<file path="src/rtl/golden_nonce_queue_if.sv">
// Host-side byte strobe bus of the golden nonce queue: request/byte strobes
// from the host and the byte currently presented back to it.
`timescale 1ns/1ps
interface golden_nonce_queue_if;
    logic       wr_start;
    logic       wr_clk;
    logic [7:0] write_data;

    modport master (output wr_start, output wr_clk, input write_data);
    modport slave  (input wr_start, input wr_clk, output write_data);
endinterface

</file>
<file path="src/rtl/golden_nonce_queue.sv">
// Buffers golden nonces from the miner core in a small FIFO and serialises a
// 16-byte snapshot (head, nonce2, hash2, status) to the host one byte per strobe edge.
`timescale 1ns/1ps
module golden_nonce_queue #(
    parameter int DEPTH = 4,
    parameter int AW    = 2
) (
    input  logic                   clk,
    input  logic                   reset_n,
    input  logic                   clear,
    input  logic [31:0]            golden_nonce,
    input  logic [31:0]            nonce2,
    input  logic [31:0]            hash2,
    golden_nonce_queue_if.slave    host,
    output logic [3:0]             count,
    output logic                   overflow
);

    typedef enum logic [1:0] {IDLE, SNAP, HOLD, SHIFT} state_t;

    state_t         state_reg;
    logic [31:0]    mem [DEPTH];
    logic [AW-1:0]  wr_ptr_reg;
    logic [AW-1:0]  rd_ptr_reg;
    logic [3:0]     count_reg;
    logic           overflow_reg;
    logic [31:0]    last_golden_reg;
    logic [127:0]   record_reg;
    logic [7:0]     write_data_reg;
    logic [3:0]     byte_cnt_reg;
    logic [1:0]     start_sync_reg;
    logic [3:0]     wb_reg;

    logic           full;
    logic           empty;
    logic           push;
    logic           pop;
    logic           new_ovf;
    logic           start_q;
    logic           byte_edge;
    logic [31:0]    head;
    logic [3:0]     count_after_pop;
    logic [7:0]     status;

    assign full            = (count_reg == 4'(DEPTH));
    assign empty           = (count_reg == 4'd0);
    assign push            = (golden_nonce != last_golden_reg);
    assign pop             = (state_reg == SNAP) && !empty;
    assign new_ovf         = push && full && !pop;
    assign start_q         = &start_sync_reg;
    // A level must be stable for three samples before a change counts as an edge.
    assign byte_edge       = (wb_reg[3] == wb_reg[2]) && (wb_reg[2] == wb_reg[1]) &&
                             (wb_reg[1] != wb_reg[0]);
    assign head            = empty ? 32'h0 : mem[rd_ptr_reg];
    assign count_after_pop = empty ? count_reg : (count_reg - 4'd1);
    assign status          = {overflow_reg, 3'b000, count_after_pop};

    assign count           = count_reg;
    assign overflow        = overflow_reg;
    assign host.write_data = write_data_reg;

    always_ff @(posedge clk) begin
        if (push && !clear)
            mem[wr_ptr_reg] <= golden_nonce;
    end

    always_ff @(posedge clk or negedge reset_n) begin
        if (!reset_n) begin
            wr_ptr_reg      <= '0;
            rd_ptr_reg      <= '0;
            count_reg       <= 4'd0;
            overflow_reg    <= 1'b0;
            last_golden_reg <= 32'h0;
        end else if (clear) begin
            wr_ptr_reg      <= '0;
            rd_ptr_reg      <= '0;
            count_reg       <= 4'd0;
            overflow_reg    <= 1'b0;
            last_golden_reg <= 32'h0;
        end else begin
            if (push) begin
                last_golden_reg <= golden_nonce;
                wr_ptr_reg      <= wr_ptr_reg + 1'b1;
            end
            // A full push without a pop discards the oldest entry.
            if (pop || new_ovf)
                rd_ptr_reg <= rd_ptr_reg + 1'b1;
            if (push && !pop && !full)
                count_reg <= count_reg + 4'd1;
            else if (!push && pop)
                count_reg <= count_reg - 4'd1;
            if (new_ovf)
                overflow_reg <= 1'b1;
            else if (state_reg == SNAP)
                overflow_reg <= 1'b0;
        end
    end

    always_ff @(posedge clk or negedge reset_n) begin
        if (!reset_n) begin
            state_reg      <= IDLE;
            record_reg     <= '0;
            write_data_reg <= 8'h00;
            byte_cnt_reg   <= 4'd0;
            start_sync_reg <= 2'b00;
            wb_reg         <= 4'b0000;
        end else if (clear) begin
            state_reg      <= IDLE;
            record_reg     <= '0;
            write_data_reg <= 8'h00;
            byte_cnt_reg   <= 4'd0;
            start_sync_reg <= 2'b00;
            wb_reg         <= 4'b0000;
        end else begin
            start_sync_reg <= {start_sync_reg[0], host.wr_start};
            wb_reg         <= {wb_reg[2:0], host.wr_clk};
            write_data_reg <= record_reg[7:0];
            case (state_reg)
                IDLE: begin
                    if (start_q)
                        state_reg <= SNAP;
                end
                SNAP: begin
                    record_reg <= {24'h0, status, hash2, nonce2, head};
                    state_reg  <= HOLD;
                end
                HOLD: begin
                    if (!start_q) begin
                        byte_cnt_reg <= 4'd0;
                        state_reg    <= SHIFT;
                    end
                end
                SHIFT: begin
                    // A fresh request mid-transfer restarts with a new snapshot.
                    if (start_q) begin
                        state_reg <= SNAP;
                    end else if (byte_edge) begin
                        record_reg   <= record_reg >> 8;
                        byte_cnt_reg <= byte_cnt_reg + 4'd1;
                        if (byte_cnt_reg == 4'd15)
                            state_reg <= IDLE;
                    end
                end
                default: state_reg <= IDLE;
            endcase
        end
    end

endmodule

</file>
<file path="src/flat_wrapper.sv">
// flat-port wrapper written by rule: the top's interface ports become plain ports
module golden_nonce_queue_flat 
#(
    parameter int DEPTH = 4,
    parameter int AW    = 2
)
  (clk, reset_n, clear, golden_nonce, nonce2, hash2, count, overflow, host_wr_start, host_wr_clk, host_write_data);
  golden_nonce_queue_if host_i ();
  input  logic clk;
  input  logic reset_n;
  input  logic clear;
  input  logic [31:0] golden_nonce;
  input  logic [31:0] nonce2;
  input  logic [31:0] hash2;
  output logic [3:0] count;
  output logic overflow;
  input wire logic [$bits(host_i.wr_start)-1:0] host_wr_start;
  input wire logic [$bits(host_i.wr_clk)-1:0] host_wr_clk;
  output wire logic [$bits(host_i.write_data)-1:0] host_write_data;
  assign host_i.wr_start = host_wr_start;
  assign host_i.wr_clk = host_wr_clk;
  assign host_write_data = host_i.write_data;
  golden_nonce_queue #(.DEPTH(DEPTH), .AW(AW)) u_core (.clk(clk), .reset_n(reset_n), .clear(clear), .golden_nonce(golden_nonce), .nonce2(nonce2), .hash2(hash2), .host(host_i), .count(count), .overflow(overflow));
endmodule
</file>
<file path="config.mk">
export PLATFORM = sky130hd
export DESIGN_NAME = golden_nonce_queue_flat
export DESIGN_NICKNAME = d
export VERILOG_FILES = /design/src/rtl/golden_nonce_queue_if.sv /design/src/rtl/golden_nonce_queue.sv /design/src/flat_wrapper.sv
export SDC_FILE = /design/constraint.sdc
export NUM_CORES = 1
export LEC_CHECK = 0
export BUFFER_PORTS_ARGS = -buffer_cell sky130_fd_sc_hd__buf_2
export CAP_MARGIN = 10
export CORE_UTILIZATION = 31
export DETAILED_ROUTE_END_ITERATION = 10
export PLACE_DENSITY = 0.5
export SLEW_MARGIN = 0
export SYNTH_ARGS = -nofsm -noshare
export SYNTH_HDL_FRONTEND = slang
export SYNTH_SLANG_ARGS = --single-unit
</file>
<file path="constraint.sdc">
create_clock -name clk -period 3.92 [get_ports clk]
set_clock_uncertainty 0.1 [all_clocks]
set_input_delay 0.392 -clock clk [delete_from_list [all_inputs] [get_ports clk]]
set_output_delay 0.392 -clock clk [all_outputs]
set_load 0.1 [all_outputs]
</file>
==> flow_summary.toml, run 1 <==
[outcome]
status = "finished clean"

[cts]
clk_transition_reported_paths_ps = 50
cts_made_buffers = 35
insertion_delay_ps = 520
ctsResizeCount = 0
postCtsSetupBuffers = 0
cts_root_buf = "clkbuf_16"
htreeDepth = 2
clk_path_buf_depth = 3
cts_tree = "done"
cts_hold_buf = 5
clock-sinks = 290

[logic_synthesis]
synth_edf_count = 128
synthXorXnorAreaFrac_pct = 2.75
synth_mux_area_share_pct = 11.6
synth_simple_gate_area_share_pct = 8.30
synth_top_family_by_area = "multiplexers"
synth_cells = 885
netlist_area_um2 = 12400
yosysUniqueCellTypes = 49
synth_flop_cell = "dfrtp_1"
syn_area_per_cell_um2 = 14.0
syn_nets = 997
synth-seq-cells = 290
async_flop_share_pct = 55.9
synth-compound-area-share_pct = 9.17
synth_fa_ha_area_share_pct = 1.11
ys_warn_count = 0
seq_area_frac_synth_pct = 63.6

[cells_and_area]
layout-drive-gt1-share_pct = 23.5
nFillCells = 3791
final_cell_mix = "dfrtp_1 (160), edfxtp_1 (128), nand2_1 (118)"
seq_area_um2 = 7900
layout_commonest_cell = "dfrtp_1"
fin_util_pct = 37.2
nets = 1109
finalInstanceArea_um2 = 14600
largest_register_ffs = 128
multi_input_area_um2 = 4120
areaGrowthSynthToFinish_pct = 17.2

[worst_setup_path]
reg2reg_to = "u_core.mem[2][18]"
rrSetupSlack_ps = 1190
worstSetupStartpoint = "golden_nonce[5]"
crit_path_end_kind = "flip-flop"
r2r_cells = 8
worstPathArrival_ps = 2970
path_class = "input pin to flip-flop"
start_kind = "input pin"
critPathMaxFanout = 32
r2r-start = "u_core.last_golden_reg[14]"
required_ps = 4030

[power_and_ir_drop]
total_power_w = 0.00875
power_density_nw_per_um2 = 601
p_leak_nw = 5.64
irDropWorstVdd_uv = 348

[place]
portBuffers = 113
place.gp.congestion = 0.750
placed_area_um2 = 13500
place_hpwl_um = 18000

[routing]
drtAntennaViolNets = 0
drc = 0
vias = 7163
drt_iter0_markers = 367
post_drt_wl_per_cell_um = 18.3
wirelength_um = 28200
viasPerCell = 4.65
dr.pass1.iters = 4

[sta]
setup_tns_ps = 0
grt_setup_unrepaired = "no"
final_hold_viol_count = 0
max_slew.worst_pin.slew_ps = 920
slew_headroom_pct = 38.7
max_clock_freq_ghz = 0.350
slew_viol_final = 0
fin_crit_ps = 2860
setup_viol = 0
min_period_over_period_pct = 72.9

[worst_hold_path]
whs_path_depth = 1
min_path_type = "input pin to flip-flop"
hold_start = "golden_nonce[18]"
hold_end = "u_core.mem[3][18]"

[global_routing]
grtUsageMet1_pct = 19.7
grt.met3_usage_pct = 3.27
grtUsageTotal_pct = 14.2
grt_overflow = 0
grtUsageMet2_pct = 22.2
grt_max_degree = 109
antenna_found_initial = 5
grt_pass1_vias = 7629
grt_busiest_layer = "met2"
grt_pass1_wl_um = 44800

[floorplanning]
die_h_um = 202
initial_core_util_pct = 31.8
die_x_um = 202
pin_count = 114
core-area_um2 = 39100
dieArea_um2 = 40900
num_rows = 72

[flow_run]
cap_violations = 0
## logic make-up after synthesis
family	after synthesis
adders and majority gates	11
DFF	290
buffers and inverters	72
xor gates and xnor gates	39
muxes	103
AOI/OAI and AO/OA	154
and+or+nand+nor	216
## Yosys cell counts (3+ instances only)
master / n / area, µm²
a21oi_1: 3 / 15.0
edfxtp_1: 128 / 3840
nand3_1: 7 / 35.0
nand2b_1: 3 / 18.8
nand4_1: 4 / 25.0
buf_2: 12 / 60.1
nand2_1: 118 / 443
dfrtp_1: 162 / 4050
mux4_2: 32 / 721
clkbuf_1: 29 / 109
o21ai_0: 26 / 130
nor2b_1: 48 / 300
o31ai_2: 18 / 225
buf_6: 18 / 203
nor4_1: 8 / 50.1
ha_1: 11 / 138
a22oi_1: 32 / 240
xor2_1: 37 / 324
mux2i_1: 65 / 651
mux2_2: 3 / 33.8
inv_1: 10 / 37.5
o21ai_1: 18 / 90.1
nor2_1: 11 / 41.3
and2_1: 5 / 31.3
o31ai_1: 45 / 338
## worst max-delay path, stage by stage
cell,delay (ps)
dlygate4sd3_1,530
buf_2,150
xor2_1,140
nor4_1,520
nand4_1,290
nor2_2,140
buf_4,210
nor2_1,90
and2_1,190
buf_4,290
## worst max-delay path by stage
stage	endpoint	slack [ps]	depth (start not counted)
CTS	u_core.mem[2][19]	1140	8
detailed placement	u_core.mem[2][7]	1000	9
global route	u_core.mem[0][19]	940	10
floorplan	u_core.count[3]	1240	6
finish	u_core.mem[2][18]	1060	10
global placement	u_core.mem[0][7]	1000	9
## power breakdown
| group | switching, W | internal, W | total (W) | leakage, nW |
|---|---|---|---|---|
| Clock | 0.00124 | 0.00172 | 0.00296 | 0.506 |
| Sequential | 0.000318 | 0.00368 | 0.00400 | 3.31 |
| Combinational | 0.00113 | 0.000658 | 0.00179 | 1.82 |
| Total | 0.00269 | 0.00605 | 0.00875 | 5.64 |
## metrics by stage
stage,hold slack (ps),setup WS (ps),cells
after global routing,3.03,936,1540
after floorplan,-3.59,1240,885
after CTS,1.37,1140,1539
after detailed placement,366,1000,1472
after global placement,358,999,1472
final,27.2,1060,1542
## routing by layer
metal	share of wire, %	vias to the layer above
met3	4.8	37
met5	0.15	-
met4	1.5	6
met2	46	116
li1	-	3480
met1	48	3524
## area by class of cell
| class | instances | share of cell area (%) |
|---|---|---|
| flip-flops and latches | 290 | 54.3 |
| diodes | 2 | 0.0344 |
| clock buffers | 50 | 6.61 |
| well taps | 518 | 4.45 |
| multi-input cells | 523 | 28.3 |
| clock inverters | 12 | 0.516 |
| repair buffers | 137 | 5.55 |
| inverters | 10 | 0.258 |
Power figures use the tool's default switching activity.
==> run 2, diff against run 1 <==
- clock period: 3.92 -> 2.65 ns (I/O delays scaled with it)
==> run 2 against run 1 <==
First-iteration DRC count grew 19%. Register-to-register slack worse by 900 ps. Via count up 4.7%. Worst setup slack worse by 830 ps. Critical path type unchanged. Final area rose by 6.5%. Hold slack worse by 16 ps. Critical path depth stayed put. Sequential share of layout area shrank 3.3 points. Combinational power grew 60%.
==> flow_summary.toml, run 2 (synthesis gave the netlist of run 1 again) <==
[worst_setup_path]
slowest_delay_ps = 530
crit_slowest_cell = "dlygate4sd3_1"
r2r-start = "u_core.last_golden_reg[31]"
worstSetupStartpoint = "golden_nonce[31]"
path_cells = "dlygate4sd3_1 > buf_2 > xor2_1 > nor4_1 > nand4_1 > buf_4 > nor2_2 > buf_12 > mux2i_1 > mux2_1"
path_buf_inv = 4
path_delay_family = "buffers and inverters"
worstPathArrival_ps = 2720
path_class = "input pin to flip-flop"
critPathMaxFanout = 10
required_ps = 2960
crit_path_end_kind = "flip-flop"
start_kind = "input pin"

[power_and_ir_drop]
p_seq_share_pct = 43.9
intPower_w = 0.00936
power_frac_clock_pct = 34.8
switching_share_pct = 30.1
total_power_w = 0.0134
combPwrFrac_pct = 21.3
irDropWorstVdd_uv = 384
power_density_nw_per_um2 = 865
p_leak_nw = 6.04
p_sw_w = 0.00404

[routing]
viasPerCell = 4.63
post_drt_wl_per_cell_um = 17.8
drt_iter0_markers = 436
dr.pass1.iters = 5
wirelength_um = 28800
drc = 0
drtAntennaViolNets = 0
vias = 7499

[global_routing]
grt_overflow = 0
grtUsageTotal_pct = 14.5
antenna_found_initial = 3
grt_pass1_vias = 7885
grt_pass1_wl_um = 45900
grtUsageMet2_pct = 22.3
grt.met3_usage_pct = 2.93
grtUsageMet1_pct = 20.7
grt_busiest_layer = "met2"
grt_max_degree = 78

[cts]
cts_tree = "done"
insertion_delay_ps = 520
clk_path_buf_depth = 3
cts_made_buffers = 35
clk_transition_reported_paths_ps = 60
clock-sinks = 290
ctsResizeCount = 0
htreeDepth = 2
cts_root_buf = "clkbuf_16"

[floorplanning]
die_x_um = 202
core-area_um2 = 39100
dieArea_um2 = 40900
num_rows = 72
pin_count = 114
die_h_um = 202
initial_core_util_pct = 31.8

[flow_run]
cap_violations = 0

[cells_and_area]
layout_commonest_cell = "dfrtp_1"
layout-drive-gt1-share_pct = 23.1
multi_input_area_um2 = 4120
largest_register_ffs = 128
finalInstanceArea_um2 = 15500
fin_util_pct = 39.6
final_cell_mix = "dfrtp_1 (160), edfxtp_1 (128), nand2_1 (118)"
seq_area_um2 = 7900
areaGrowthSynthToFinish_pct = 24.8
nFillCells = 3750
nets = 1184

[worst_hold_path]
hold_start = "hash2[9]"
min_path_type = "input pin to flip-flop"

[place]
placed_area_um2 = 13600
place_hpwl_um = 17900
place.gp.congestion = 0.730
post-place-ws_ps = 180
portBuffers = 113

[sta]
max_slew.worst_pin.slew_ps = 540
grt_setup_unrepaired = "no"
slew_viol_final = 0
setup_viol = 0
final_hold_viol_count = 0
fin_crit_ps = 2410
worst_slack_ps = 238
slew_headroom_pct = 64.0
max_clock_freq_ghz = 0.415
setup_tns_ps = 0
min_period_over_period_pct = 91.0

[outcome]
status = "finished clean"
-- run 2: changes by cell type in the layout (fill, tap and decap cells not counted), sizes merged, moves of 2 or more --
| cell | change |
|---|---|
| clkinv | +2 |
| inv | -3 |
| dlygate4sd3 | +67 |
| bufinv | +2 |
| buf | +8 |
-- run 2: power groups by stage --
stage / combinational, W / sequential (W) / clock, W
floorplan: 0.00190 / 0.00610 / 0
global placement: 0.00279 / 0.00596 / 0
global route: 0.00317 / 0.00598 / 0.00498
CTS: 0.00291 / 0.00590 / 0.00482
detailed placement: 0.00282 / 0.00598 / 0
finish: 0.00286 / 0.00588 / 0.00466
-- run 2: cell type report --
cell class	instances	share of cell area, %
inverter	10	0.242
antenna	1	0.0162
timing repair buffer	212	10.7
tap	518	4.18
clock inverter	13	0.824
multi-input combinational	523	26.6
sequential	290	51.0
clock buffer	51	6.44
-- run 2: metal layers --
metal / wire, µm / vias to the layer above
met5: 27 / -
met4: 517 / 4
met3: 1230 / 41
met2: 13200 / 130
met1: 13800 / 3709
li1: - / 3615
-- run 2: final timing paths --
check	to	slack [ps]	depth (start not counted)
hold reg to reg	u_core.record_reg[7]	370	2
setup reg to reg	u_core.count[2]	290	8
hold / removal	u_core.record_reg[73]	10	3
setup / recovery	u_core.count[2]	240	10
max in group asynchronous	u_core.record_reg[32]	1670	3
min in group asynchronous	u_core.last_golden_reg[28]	120	2
-- run 2: metrics by stage --
| stage | cells | hold slack [ps] |
|---|---|---|
| 5_1_grt | 1618 | 17.5 |
| 6_report | 1618 | 11.1 |
| 2_1_floorplan | 885 | -131 |
| 4_1_cts | 1617 | 0.302 |
| 3_3_place_gp | 1480 | 86.7 |
| 3_5_place_dp | 1480 | 88.2 |
-- run 2: worst register-to-register path, stage by stage (launching register included) --
cell and delay [ps]:
dfrtp_1 370, xor2_1 170, nor4_1 390, nand4_1 160, buf_4 190, nor2_2 180, buf_12 160, mux2i_1 210
mux2_1 330
-- run 2: repair_timing --
item,in CTS,in global routing
hold buffers,73,0
hold endpoints to repair,362,0
buffers inserted,0,0
==> run 3, diff against run 2 <==
- clock period: 2.65 -> 3.1 ns (I/O delays scaled with it)
==> run 3 against run 2 <==
Register-to-register slack better by 70 ps. Final area down 2.7%. Non-clock buffer count decreased by 39. Clock power is 12% lower. Sequential power fell by 15%. Total power is 14% lower. Hold slack improved by 5.5 ps. Critical path depth is 1 lower. Core utilization down 1.1 points. Sequential share of layout area increased by 1.4 points. Critical endpoint unchanged.
==> flow_summary.toml, run 3 (synthesis gave the netlist of run 1 again) <==
[worst_setup_path]
start_kind = "input pin"
worstPathArrival_ps = 3120
rrSetupSlack_ps = 360
required_ps = 3400
r2r-start = "u_core.last_golden_reg[21]"
path_class = "input pin to flip-flop"
endpoint = "u_core.count[2]"
r2r_cells = 7
cp_num_cells = 9
path_buf_inv = 3
crit_path_end_kind = "flip-flop"
path_delay_family = "simple AND/OR/NAND/NOR gates"
path_cells = "dlygate4sd3_1 > buf_2 > xor2_1 > nor4_1 > nand4_1 > nor2_2 > buf_4 > mux2i_1 > mux2_1"
slowest_delay_ps = 540
worstSetupStartpoint = "golden_nonce[21]"
critPathMaxFanout = 8
crit_slowest_cell = "dlygate4sd3_1"
reg2reg_to = "u_core.count[2]"

[routing]
wirelength_um = 28000
dr.pass1.iters = 5
post_drt_wl_per_cell_um = 17.8
drtAntennaViolNets = 0
drt_iter0_markers = 411
drc = 0
viasPerCell = 4.66
vias = 7345

[cells_and_area]
layout-drive-gt1-share_pct = 23.7
final_cell_mix = "dfrtp_1 (161), edfxtp_1 (128), nand2_1 (118)"
largest_register_ffs = 128
fin_util_pct = 38.6
areaGrowthSynthToFinish_pct = 21.4
finalInstanceArea_um2 = 15100
final_cells = 1577
num_antenna_cells = 0
layout_commonest_cell = "dfrtp_1"
nets = 1145

[place]
dp_cells = 1476
portBuffers = 113
place_hpwl_um = 17800
place.gp.congestion = 0.729
placed_area_um2 = 13500

[outcome]
status = "finished clean"

[floorplanning]
pin_count = 114
die_x_um = 202
core-area_um2 = 39100
initial_core_util_pct = 31.8
dieArea_um2 = 40900
die_h_um = 202
num_rows = 72

[sta]
fin_crit_ps = 2820
slew_headroom_pct = 60.6
slew_viol_final = 0
setup_tns_ps = 0
final_hold_viol_count = 0
max_slew.worst_pin.slew_ps = 591
max_clock_freq_ghz = 0.355
min_period_over_period_pct = 90.8
grt_setup_unrepaired = "no"
setup_viol = 0

[power_and_ir_drop]
combPwrFrac_pct = 20.5
p_sw_w = 0.00346
power_density_nw_per_um2 = 761
power_frac_clock_pct = 35.9
irDropWorstVdd_uv = 436
p_seq_share_pct = 43.6
p_leak_nw = 5.88
switching_share_pct = 30.2
intPower_w = 0.00802
total_power_w = 0.0115

[cts]
cts_root_buf = "clkbuf_16"
clock-sinks = 290
htreeDepth = 2
cts_made_buffers = 35
cts_tree = "done"
clk_transition_reported_paths_ps = 60
clk_path_buf_depth = 3
insertion_delay_ps = 530

[global_routing]
grt_max_degree = 103
grtUsageTotal_pct = 13.9
grt_pass1_vias = 7591
grt_pass1_wl_um = 44200
antenna_found_initial = 0
grt_overflow = 0

[flow_run]
cap_violations = 0

[worst_hold_path]
min_path_type = "input pin to flip-flop"
run 3: cell count changes in the layout (fill, tap and decap cells not counted), moves of 2 or more:
cell	change
dlygate4sd3_1	-35
clkinv_2	-3
clkbuf_1	-4
buf_4	+3
clkbuf_8	+2
buf_12	-7
run 3: metal layers:
layer,vias to the layer above,GRT usage (%),wire length [µm]
met3,45,2.81,1290
met4,0,4.11,631
met1,3616,19.5,13100
li1,3549,-,-
met2,135,21.8,13000
met5,-,0,0
run 3: timing repair:
action                                 CTS  global route
hold buffers                            38             0
resized for setup                        0             0
endpoints found under the hold margin  215             0
buffers inserted                         0             0
run 3: tightest hold or removal path: stages:
cell	delay, ps
buf_2	100
mux2i_1	110
o31ai_1	70
run 3: how the worst min path moves through the flow:
stage                                            to  cells past startpoint        from
after CTS                     u_core.record_reg[62]                      3  nonce2[30]
after global routing          u_core.record_reg[65]                      3    hash2[1]
after global placement    u_core.host.write_data[6]                      1     reset_n
final                         u_core.record_reg[62]                      3  nonce2[30]
after detailed placement  u_core.host.write_data[6]                      1     reset_n
after floorplan              u_core.byte_cnt_reg[0]                      0     reset_n
run 3: power by group through the flow:
stage          logic (W)  registers, W  clock network, W
2_1_floorplan    0.00162       0.00522                 0
3_3_place_gp     0.00234       0.00507                 0
3_5_place_dp     0.00237       0.00508                 0
4_1_cts          0.00241       0.00501           0.00425
5_1_grt          0.00263       0.00508           0.00438
6_report         0.00235       0.00500           0.00412
run 3: per-stage QoR:
| step | setup WS [ps] | hold slack (ps) |
|---|---|---|
| detailed placement | 236 | 242 |
| finish | 285 | 16.6 |
| floorplan | 421 | -85.6 |
| global placement | 314 | 240 |
| global route | 133 | 18.3 |
| CTS | 228 | 3.11 |
run 3: area by class of cell:
class / instances / area [µm²]
clock inverters: 15 / 193
multi-input cells: 523 / 4120
repair buffers: 173 / 1190
flip-flops and latches: 290 / 7900
well taps: 518 / 648
inverters: 10 / 37.5
clock buffers: 48 / 985
fillers: 3768 / 24000
